**config.mk**
```make
export PLATFORM = sky130hd
export DESIGN_NAME = float_recip_seq
export DESIGN_NICKNAME = d
export VERILOG_FILES = /design/src/rtl/float_recip_seq.sv
export SDC_FILE = /design/constraint.sdc
export NUM_CORES = 1
export LEC_CHECK = 0
export BUFFER_PORTS_ARGS = -buffer_cell sky130_fd_sc_hd__buf_2
export CORE_MARGIN = 3
export CORE_UTILIZATION = 52
export CTS_CLUSTER_DIAMETER = 30
export DETAILED_ROUTE_END_ITERATION = 10
export PLACE_DENSITY = 0.75
export SYNTH_ARGS = -nofsm -noshare
export SYNTH_HDL_FRONTEND = slang
export SYNTH_SLANG_ARGS = --single-unit
```
**constraint.sdc**
```tcl
create_clock -name clk -period 2.1 [get_ports clk]
set_input_delay 0.315 -clock clk [delete_from_list [all_inputs] [get_ports clk]]
set_output_delay 0.315 -clock clk [all_outputs]
set_load 0.005 [all_outputs]
```
**src/rtl/float_recip_seq.sv**
```systemverilog
// Multi-cycle reciprocal z = 1/x for a 16-bit float (1/8/7, bias 127) using a restoring divider.
// Define FLOAT_RECIP_ROUND_EN to round to nearest on the guard bit; otherwise the result truncates.
module float_recip_seq #(
  parameter int unsigned QBITS    = 9,
  parameter int unsigned EXP_BIAS = 127
) (
  input  logic        clk,
  input  logic        reset,
  input  logic        start,
  input  logic [15:0] x,
  output logic        ready,
  output logic        done,
  output logic [15:0] z,
  output logic        div_zero
);

`ifdef FLOAT_RECIP_ROUND_EN
  localparam bit RoundEn = 1'b1;
`else
  localparam bit RoundEn = 1'b0;
`endif

  typedef enum logic [1:0] {StIdle, StDiv, StPack} state_t;

  state_t           state_q;
  logic             s_q;
  logic [7:0]       e_q;
  logic [7:0]       m_q;
  logic [QBITS-1:0] rem_q;
  logic [QBITS-1:0] q_q;
  logic [3:0]       cnt_q;

  logic [QBITS-1:0] rem_shift;
  logic [QBITS-1:0] rem_next;
  logic             q_bit;

  logic [8:0]  exp_special;
  logic [8:0]  exp_norm;
  logic [8:0]  exp_r;
  logic [8:0]  exp_sel;
  logic [6:0]  frac_r;
  logic [6:0]  frac_sel;
  logic        guard;
  logic        carry;
  logic [15:0] z_pack;
  logic        dz_pack;

  // Remainder is always below M (< 256), so the doubled value still fits in 9 bits.
  always_comb begin
    rem_shift = {rem_q[QBITS-2:0], 1'b0};
    q_bit     = (rem_shift >= {1'b0, m_q});
    rem_next  = q_bit ? (rem_shift - {1'b0, m_q}) : rem_shift;
  end

  always_comb begin
    exp_special = 9'(2 * EXP_BIAS) - {1'b0, e_q};
    exp_norm    = exp_special - 9'd1;
    guard       = RoundEn ? q_q[0] : 1'b0;
    {carry, frac_r} = {1'b0, q_q[7:1]} + {7'b0, guard};
    exp_r       = exp_norm + {8'b0, carry};
    exp_sel     = exp_r;
    frac_sel    = frac_r;
    z_pack      = 16'h0000;
    dz_pack     = 1'b0;
    if (e_q == 8'd0) begin
      z_pack  = {s_q, 8'hFF, 7'h00};
      dz_pack = 1'b1;
    end else begin
      // M = 128 gives Q = 512, which does not fit the quotient register.
      if (m_q[6:0] == 7'd0) begin
        exp_sel  = exp_special;
        frac_sel = 7'd0;
      end
      if (!exp_sel[8] && (exp_sel != 9'd0)) begin
        z_pack = {s_q, exp_sel[7:0], frac_sel};
      end
    end
  end

  always_ff @(posedge clk or posedge reset) begin
    if (reset) begin
      state_q  <= StIdle;
      s_q      <= 1'b0;
      e_q      <= 8'd0;
      m_q      <= 8'd0;
      rem_q    <= '0;
      q_q      <= '0;
      cnt_q    <= 4'd0;
      ready    <= 1'b1;
      done     <= 1'b0;
      z        <= 16'h0000;
      div_zero <= 1'b0;
    end else begin
      done <= 1'b0;
      unique case (state_q)
        StIdle: begin
          if (start) begin
            s_q     <= x[15];
            e_q     <= x[14:7];
            m_q     <= {1'b1, x[6:0]};
            // Dividend bits above Q[8] leave 2^16 >> 9 = 128 as the starting remainder.
            rem_q   <= QBITS'(128);
            q_q     <= '0;
            cnt_q   <= 4'(QBITS - 1);
            ready   <= 1'b0;
            state_q <= StDiv;
          end
        end
        StDiv: begin
          rem_q <= rem_next;
          q_q   <= {q_q[QBITS-2:0], q_bit};
          cnt_q <= cnt_q - 4'd1;
          if (cnt_q == 4'd0) state_q <= StPack;
        end
        StPack: begin
          z        <= z_pack;
          div_zero <= dz_pack;
          done     <= 1'b1;
          ready    <= 1'b1;
          state_q  <= StIdle;
        end
        default: state_q <= StIdle;
      endcase
    end
  end

endmodule
```
==> results of run 1 <==
routing by layer:
| metal | global-route usage (%) | vias up | part of all wire [%] |
|---|---|---|---|
| met1 | 29.46 | 1306 | 46 |
| met5 | 0 | - | 0 |
| li1 | - | 1347 | - |
| met2 | 34.22 | 61 | 48 |
| met3 | 3.925 | 15 | 4.1 |
| met4 | 9.795 | 0 | 1.9 |
cells by family (layout without fill, tap and decap cells):
| group | after synthesis | in the layout | synth area share (%) |
|---|---|---|---|
| DFF | 58 | 58 | 45.55 |
| and+or+nand+nor | 143 | 143 | 21.97 |
| adders and majority gates | 14 | 14 | 5.728 |
| buffers and inverters | 32 | 111 | 3.845 |
| AOI/OAI and AO/OA | 79 | 79 | 16.63 |
| xor gates and xnor gates | 15 | 15 | 4.355 |
| muxes | 6 | 6 | 1.922 |
Yosys cell counts (2+ instances only):
library cell	n
xor2_1	3
dfrtp_1	57
ha_1	13
and3_1	2
a41o_1	7
nand4_1	2
o21ai_1	9
nor4_1	2
nand2b_1	4
a21oi_1	8
nor2b_1	3
a21o_1	4
buf_2	2
xnor2_1	11
or2_2	2
nand2_1	65
inv_1	17
and2_1	9
nor2_1	11
o31ai_1	4
o21a_1	4
mux2i_1	5
clkbuf_1	13
nor3_1	9
a31oi_1	2
nand3_1	19
o21ai_0	29
or3_1	6
where the power goes:
part / switching (mW) / total [mW] / internal [mW] / leakage (nW)
clock network: 0.447 / 1.23 / 0.782 / 0.120
registers: 0.353 / 1.97 / 1.62 / 0.726
logic: 1.99 / 3.80 / 1.81 / 1.12
cell usage in the layout (no fill, tap or decap), types with 3 or more instances in the layout:
cell,synthesis,final
a41o_1,7,7
ha_2,0,3
mux2i_1,5,4
inv_1,17,15
ha_1,13,8
nand3_1,19,19
a21oi_1,8,8
and2_1,9,9
o21ai_0,29,25
dfrtp_1,57,57
buf_2,2,37
nor2_1,11,9
nand2_1,65,64
buf_4,0,37
a21o_1,4,4
nor3_1,9,8
o21ai_2,1,3
o21ai_1,9,11
nand2b_1,4,4
bufinv_16,0,3
or3_1,6,6
nor2b_1,3,3
clkbuf_8,0,9
clkinv_2,0,3
o21a_1,4,4
nor2_2,1,3
xnor2_1,11,11
what timing repair did:
item,in CTS,in global routing
gates cloned,1,0
pin swaps,2,9
gates resized for setup,2,25
buffers inserted,2,3
setup endpoints to repair,13,24
hold buffers,1,0
hold endpoints to repair,19,0
area by class of cell:
class | count | area, um^2
inverter | 17 | 63.81
clock buffer | 10 | 127.6
clock inverter | 6 | 105.1
timing repair buffer | 78 | 515.5
sequential | 58 | 1453
multi-input combinational | 257 | 1738
fill | 421 | 1617
tap | 72 | 90.09
through the flow:
stage                     power, mW  setup slack, ns  util, %  hold slack, ns  instances
final                         6.998          -0.1982    71.69          0.1618        498
after global routing          7.531          -0.2857    71.69          0.1699        498
after CTS                     6.693          -0.2005    69.65          0.1537        496
after detailed placement      5.374          -0.1916    64.91          0.3609        476
after global placement        5.226          -0.1467    64.91          0.3434        476
after floorplan               4.251          -0.1175        -          0.4181        347
state kept, by name, indices dropped and copies added (netlist names):
signal    cells
z            16
q_q           8
done          1
rem_q         8
m_q           8
ready         1
div_zero      1
e_q           8
state_q       2
s_q           1
cnt_q         4
worst max path at each step:
stage	slack [ns]	to
2_1_floorplan	-0.12	z[15]$_DFFE_PP0P_
3_3_place_gp	-0.15	z[15]$_DFFE_PP0P_
3_5_place_dp	-0.19	z[15]$_DFFE_PP0P_
4_1_cts	-0.20	z[15]$_DFFE_PP0P_
5_1_grt	-0.29	z[15]$_DFFE_PP0P_
6_report	-0.20	z[15]$_DFFE_PP0P_
critical path: stages, from the launching register on:
cell      delay, ns
dfrtp_1        0.37
or4_4          0.54
o2111a_2       0.28
a21boi_4       0.14
xor2_2         0.17
nor4_4         0.22
o21ai_2        0.16
a32o_1         0.28
==> run metrics, run 1 <==
largest net degree at the start of global routing=39; # DRC=0; worst slew pin tran=between 0.5 and 0.6 ns; failing checks=negative setup slack; Placed Area=0.003706 mm^2; count of cell types in the netlist=53; Setup violations, final=8; full die area=0.007109 mm^2; RSZ-0062 raised after global routing=yes; vias=2729; syn_area_per_cell=around 9 um^2; Final min period=between 2 and 2.5 ns; Mapped Cells=around 350; area leader, netlist=dfrtp_1; Worst Hold Class=input port to flip-flop; Mapped Area=~0.0032 mm^2; core area=0.005709 mm^2; worst setup margin=-0.1982 ns; Hold Path Stages=3; initial antenna violation count=0; Main synth FF type=dfrtp_1; vias in the first global route=2647; Hold Fails Final Rpt=0; DR WL/cell=14.97 um; first-pass iteration count of the detailed router=4; reg2reg setup slack=-0.20 ns; Async SR Flop Fraction=100.0%; Hold Startpoint=x[15]; sequential fraction of the synthesis area=a little under half; final wirelength=7.454 mm; Post-synth EDFFs=0; clk sinks=58; Power Density=1710 mW/mm^2; fraction of layout cells with a size suffix above 1=around 30%; Setup crit end kind=flip-flop; Syn-to-layout area delta=28.32%; global-route usage over all layers=21.78%; Syn Nets=380; antenna cells=0; Synth top area share=roughly 45%; CTS tree=done; Row Count=27; worst setup path startpoint=m_q[3]$_DFFE_PP0P_; startpoint types=flip-flop; WHS Endpoint=s_q$_DFFE_PP0P_; crit path max fanout=8; max-cap check violation count=0; die height=approximately 84 um; Slew headroom=approximately 64%; Post-DRT Antenna Nets=0; peak supply drop=about 0.92 mV; Setup TNS Final=-1.171 ns; CTS HTree Levels=3; Tcrit/Tclk final=109.4%; Clock Tree Buf Depth=2; #FFs+latches synth=58; Synth Warn #=0; # IOs=38; outcome=finished with violations; R2R Path End=z[15]$_DFFE_PP0P_; clock transition at the registers of the reported paths=roughly 0.06 ns; top post-synthesis cells by area=dfrtp_1, nand2_1, ha_1; Via-to-Cell Ratio=5.480; static leakage=a little under 2 nW; clk_skew=~0.0079 ns; clk root buf=clkbuf_8; first-pass GRT wire length=12.44 mm; effective utilization at floorplan=~56%; Worst-Skew Late Latency=approximately 0.34 ns; GR Overflow Total=0; Port Buffers=37; Nets=between 400 and 500; R2R depth=7; fin. max-slew vios=0; WS Path Type=flip-flop to flip-flop; required time of the critical path=2.32 ns; CP arrival=around 2.5 ns; post-route design area=slightly above 0.004 mm^2; GPL Wtd Cong=around 0.85; cts bufs inserted=9; Post-DP HPWL=between 5 and 6 mm; First DRT Iteration DRCs=~130; r2r startpoint=m_q[3]$_DFFE_PP0P_; Highest Clock Rate=~440 MHz; chip width=84.32 um
(Power assumes the default switching activity.)
==> run 2, diff against run 1 <==
CORE_MARGIN = default   (was 3)
REMOVE_ABC_BUFFERS = 1   (was default)
==> run 2 against run 1 <==
The run still ends with negative setup slack left. Global-route usage grew 2.7 points. Non-clock buffer count shrank 1. Setup slack gained 0.039 ns. Design area shrank 2.8%.
==> run metrics, run 2 (synthesis results as in run 1) <==
startpoint types=flip-flop; most frequent cells in the layout=nand2_1, dfrtp_1, buf_2, buf_4, o21ai_0; static leakage=1.924 nW (-2.2%); first-pass iteration count of the detailed router=6 (+2); Min Hold Slack=0.01599 ns (-0.1458 ns); Placed Cells=480 (+0.84%); failing checks=negative setup slack; die height=80.32 um (-4.7%); vias in the first global route=2618 (-1.1%); RSZ-0062 raised after global routing=yes; GRT met1 Usage=29.83% (+0.37 points); effective utilization at floorplan=53.87% (-2.0 points); Final min period=2.259 ns (-0.03927 ns); antenna cells=0 (unchanged); clk_skew=0.005891 ns (-0.002056 ns); clock power share=14.3% (-3.3 points); Power Density=1637 mW/mm^2 (-4.3%); clk root buf=clkbuf_8; post-route design area=0.003980 mm^2 (-2.8%); Non-Filler Instances=500 (+0.40%); Placed Area=0.003695 mm^2 (-0.30%); core area=0.005921 mm^2 (+3.7%); reg2reg setup slack=-0.16 ns (+0.04 ns); full die area=0.006451 mm^2 (-9.3%); worst setup margin=-0.1590 ns (+0.03927 ns); required time of the critical path=2.34 ns (+0.02 ns); Comb power frac=55.6% (+1.4 points); fraction of layout cells with a size suffix above 1=28.71% (-1.3 points); Worst-Skew Late Latency=0.35 ns (about the same); Biggest register=z; R2R depth=7 (unchanged); hold-fix buffers at CTS=0 (-1); Setup TNS Final=-1.045 ns (+0.1266 ns); Seq pwr share=30.0% (+1.8 points); max reg flops=16 (unchanged); clk sinks=58 (unchanged); WS Path Type=flip-flop to flip-flop; worst setup path startpoint=m_q[3]$_DFFE_PP0P_; # IOs=38 (unchanged); initial antenna violation count=0 (unchanged); CTS tree=done; Worst Hold Class=input port to async pin; Row Count=28 (+3.7%); commonest non-fill, non-tap cell in the layout=nand2_1; GPL Wtd Cong=0.8245 (-3.5%); Post-DP HPWL=4.980 mm (-4.2%); Clock Tree Buf Depth=2 (unchanged); Internal=3.802 mW (-9.6%); GR Overflow Total=0 (unchanged); R2R Path End=z[15]$_DFFE_PP0P_; # DRC=0 (unchanged); GRT busiest layer=met2; Setup violations, final=8 (unchanged); vias=2735 (+0.22%); Syn-to-layout area delta=24.79%; Post-DRT Antenna Nets=0 (unchanged); DR WL/cell=14.42 um (-3.7%); Via-to-Cell Ratio=5.470 (-0.18%); multi-input logic area=0.001685 mm^2 (-3.0%); first-pass GRT wire length=11.85 mm (-4.8%); outcome=finished with violations; GR Layer Usage met3=4.545% (+0.62 points); CP arrival=2.50 ns (-0.02 ns); chip width=80.32 um (-4.7%); Hold Fails Final Rpt=0 (unchanged); Port Buffers=37 (unchanged); fillcell total=470 (+12%); global-route usage over all layers=24.44% (+2.7 points); r2r startpoint=m_q[3]$_DFFE_PP0P_; switching share of power=41.64% (+1.8 points); Tcrit/Tclk final=107.6% (-1.9 points); fin. max-slew vios=0 (unchanged); First DRT Iteration DRCs=137 (+3.8%); crit path max fanout=8 (unchanged); Highest Clock Rate=442.7 MHz (+1.7%); Nets=453 (-0.22%); Switch Pwr=2.713 mW (-2.7%); clock transition at the registers of the reported paths=0.07 ns (about the same); Setup crit end kind=flip-flop; largest net degree at the start of global routing=59 (+51%); cts bufs inserted=9 (unchanged); M2 GR Usage=41.62% (+7.4 points); peak supply drop=0.8185 mV (-11%); worst slew pin tran=0.5157 ns (-0.01590 ns); CTS HTree Levels=3 (unchanged); final wirelength=7.208 mm (-3.3%); max-cap check violation count=0 (unchanged); Slew headroom=65.49% (+1.1 points); FF+latch area=0.001453 mm^2 (unchanged)
run 2: cell types whose count changed in the layout (fill, tap and decap cells not counted), sizes merged:
| cell | before | now |
|---|---|---|
| bufinv | 3 | 0 |
| clkinvlp | 0 | 3 |
| clkinv | 3 | 2 |
| dlygate4sd3 | 1 | 0 |
| inv | 17 | 18 |
run 2: layout make-up:
| type | instances | area share [%] |
|---|---|---|
| Timing Repair Buffer | 77 | 12.70 |
| Multi-Input combinational cell | 257 | 42.35 |
| Clock buffer | 10 | 3.458 |
| Clock inverter | 6 | 1.037 |
| Inverter | 17 | 1.603 |
| Tap cell | 75 | 2.358 |
| Sequential cell | 58 | 36.50 |
run 2: power by group through the flow:
stage               logic (mW)  clock network [mW]  registers, mW
floorplan                 2.19                   0           1.96
global placement          3.24                   0           1.94
detailed placement        3.35                   0           1.97
CTS                       3.46               0.947           1.95
global route              4.01                1.00           2.03
finish                    3.63               0.933           1.96
run 2: through the flow:
| step | total power [mW] | setup slack, ns | util (%) |
|---|---|---|---|
| 2_1_floorplan | 4.154 | -0.3055 | - |
| 3_3_place_gp | 5.181 | -0.2287 | 62.40 |
| 3_5_place_dp | 5.318 | -0.2510 | 62.40 |
| 4_1_cts | 6.358 | -0.1664 | 66.19 |
| 5_1_grt | 7.042 | -0.2363 | 67.22 |
| 6_report | 6.515 | -0.1590 | 67.22 |
run 2: how the worst max path moves through the flow:
| stage | cells after the start | slack [ns] | end |
|---|---|---|---|
| detailed placement | 7 | -0.25 | z[15]$_DFFE_PP0P_ |
| finish | 7 | -0.16 | z[15]$_DFFE_PP0P_ |
| CTS | 7 | -0.17 | z[15]$_DFFE_PP0P_ |
| floorplan | 8 | -0.31 | z[15]$_DFFE_PP0P_ |
| global route | 7 | -0.24 | z[15]$_DFFE_PP0P_ |
| global placement | 7 | -0.23 | z[15]$_DFFE_PP0P_ |
run 2: worst max-delay path: stages (launching register included):
cell and delay, ns:
dfrtp_1 0.37, or4_4 0.54, o2111a_2 0.27, a21boi_4 0.14, xor2_2 0.17, nor4_4 0.26, o21ai_4 0.15, a32o_1 0.24
run 2: routing by layer:
layer | part of all wire [%] | wire length [um]
met1 | 44 | 3162
met2 | 50 | 3617
met3 | 4.0 | 286
met4 | 2.0 | 142
met5 | 0 | 0
run 2: timing repair:
action / in CTS / in global routing
hold endpoints to repair: 0 / 0
pin swaps: 11 / 5
endpoints found under the setup margin: 14 / 23
buffers inserted: 2 / 2
gates resized for setup: 7 / 13
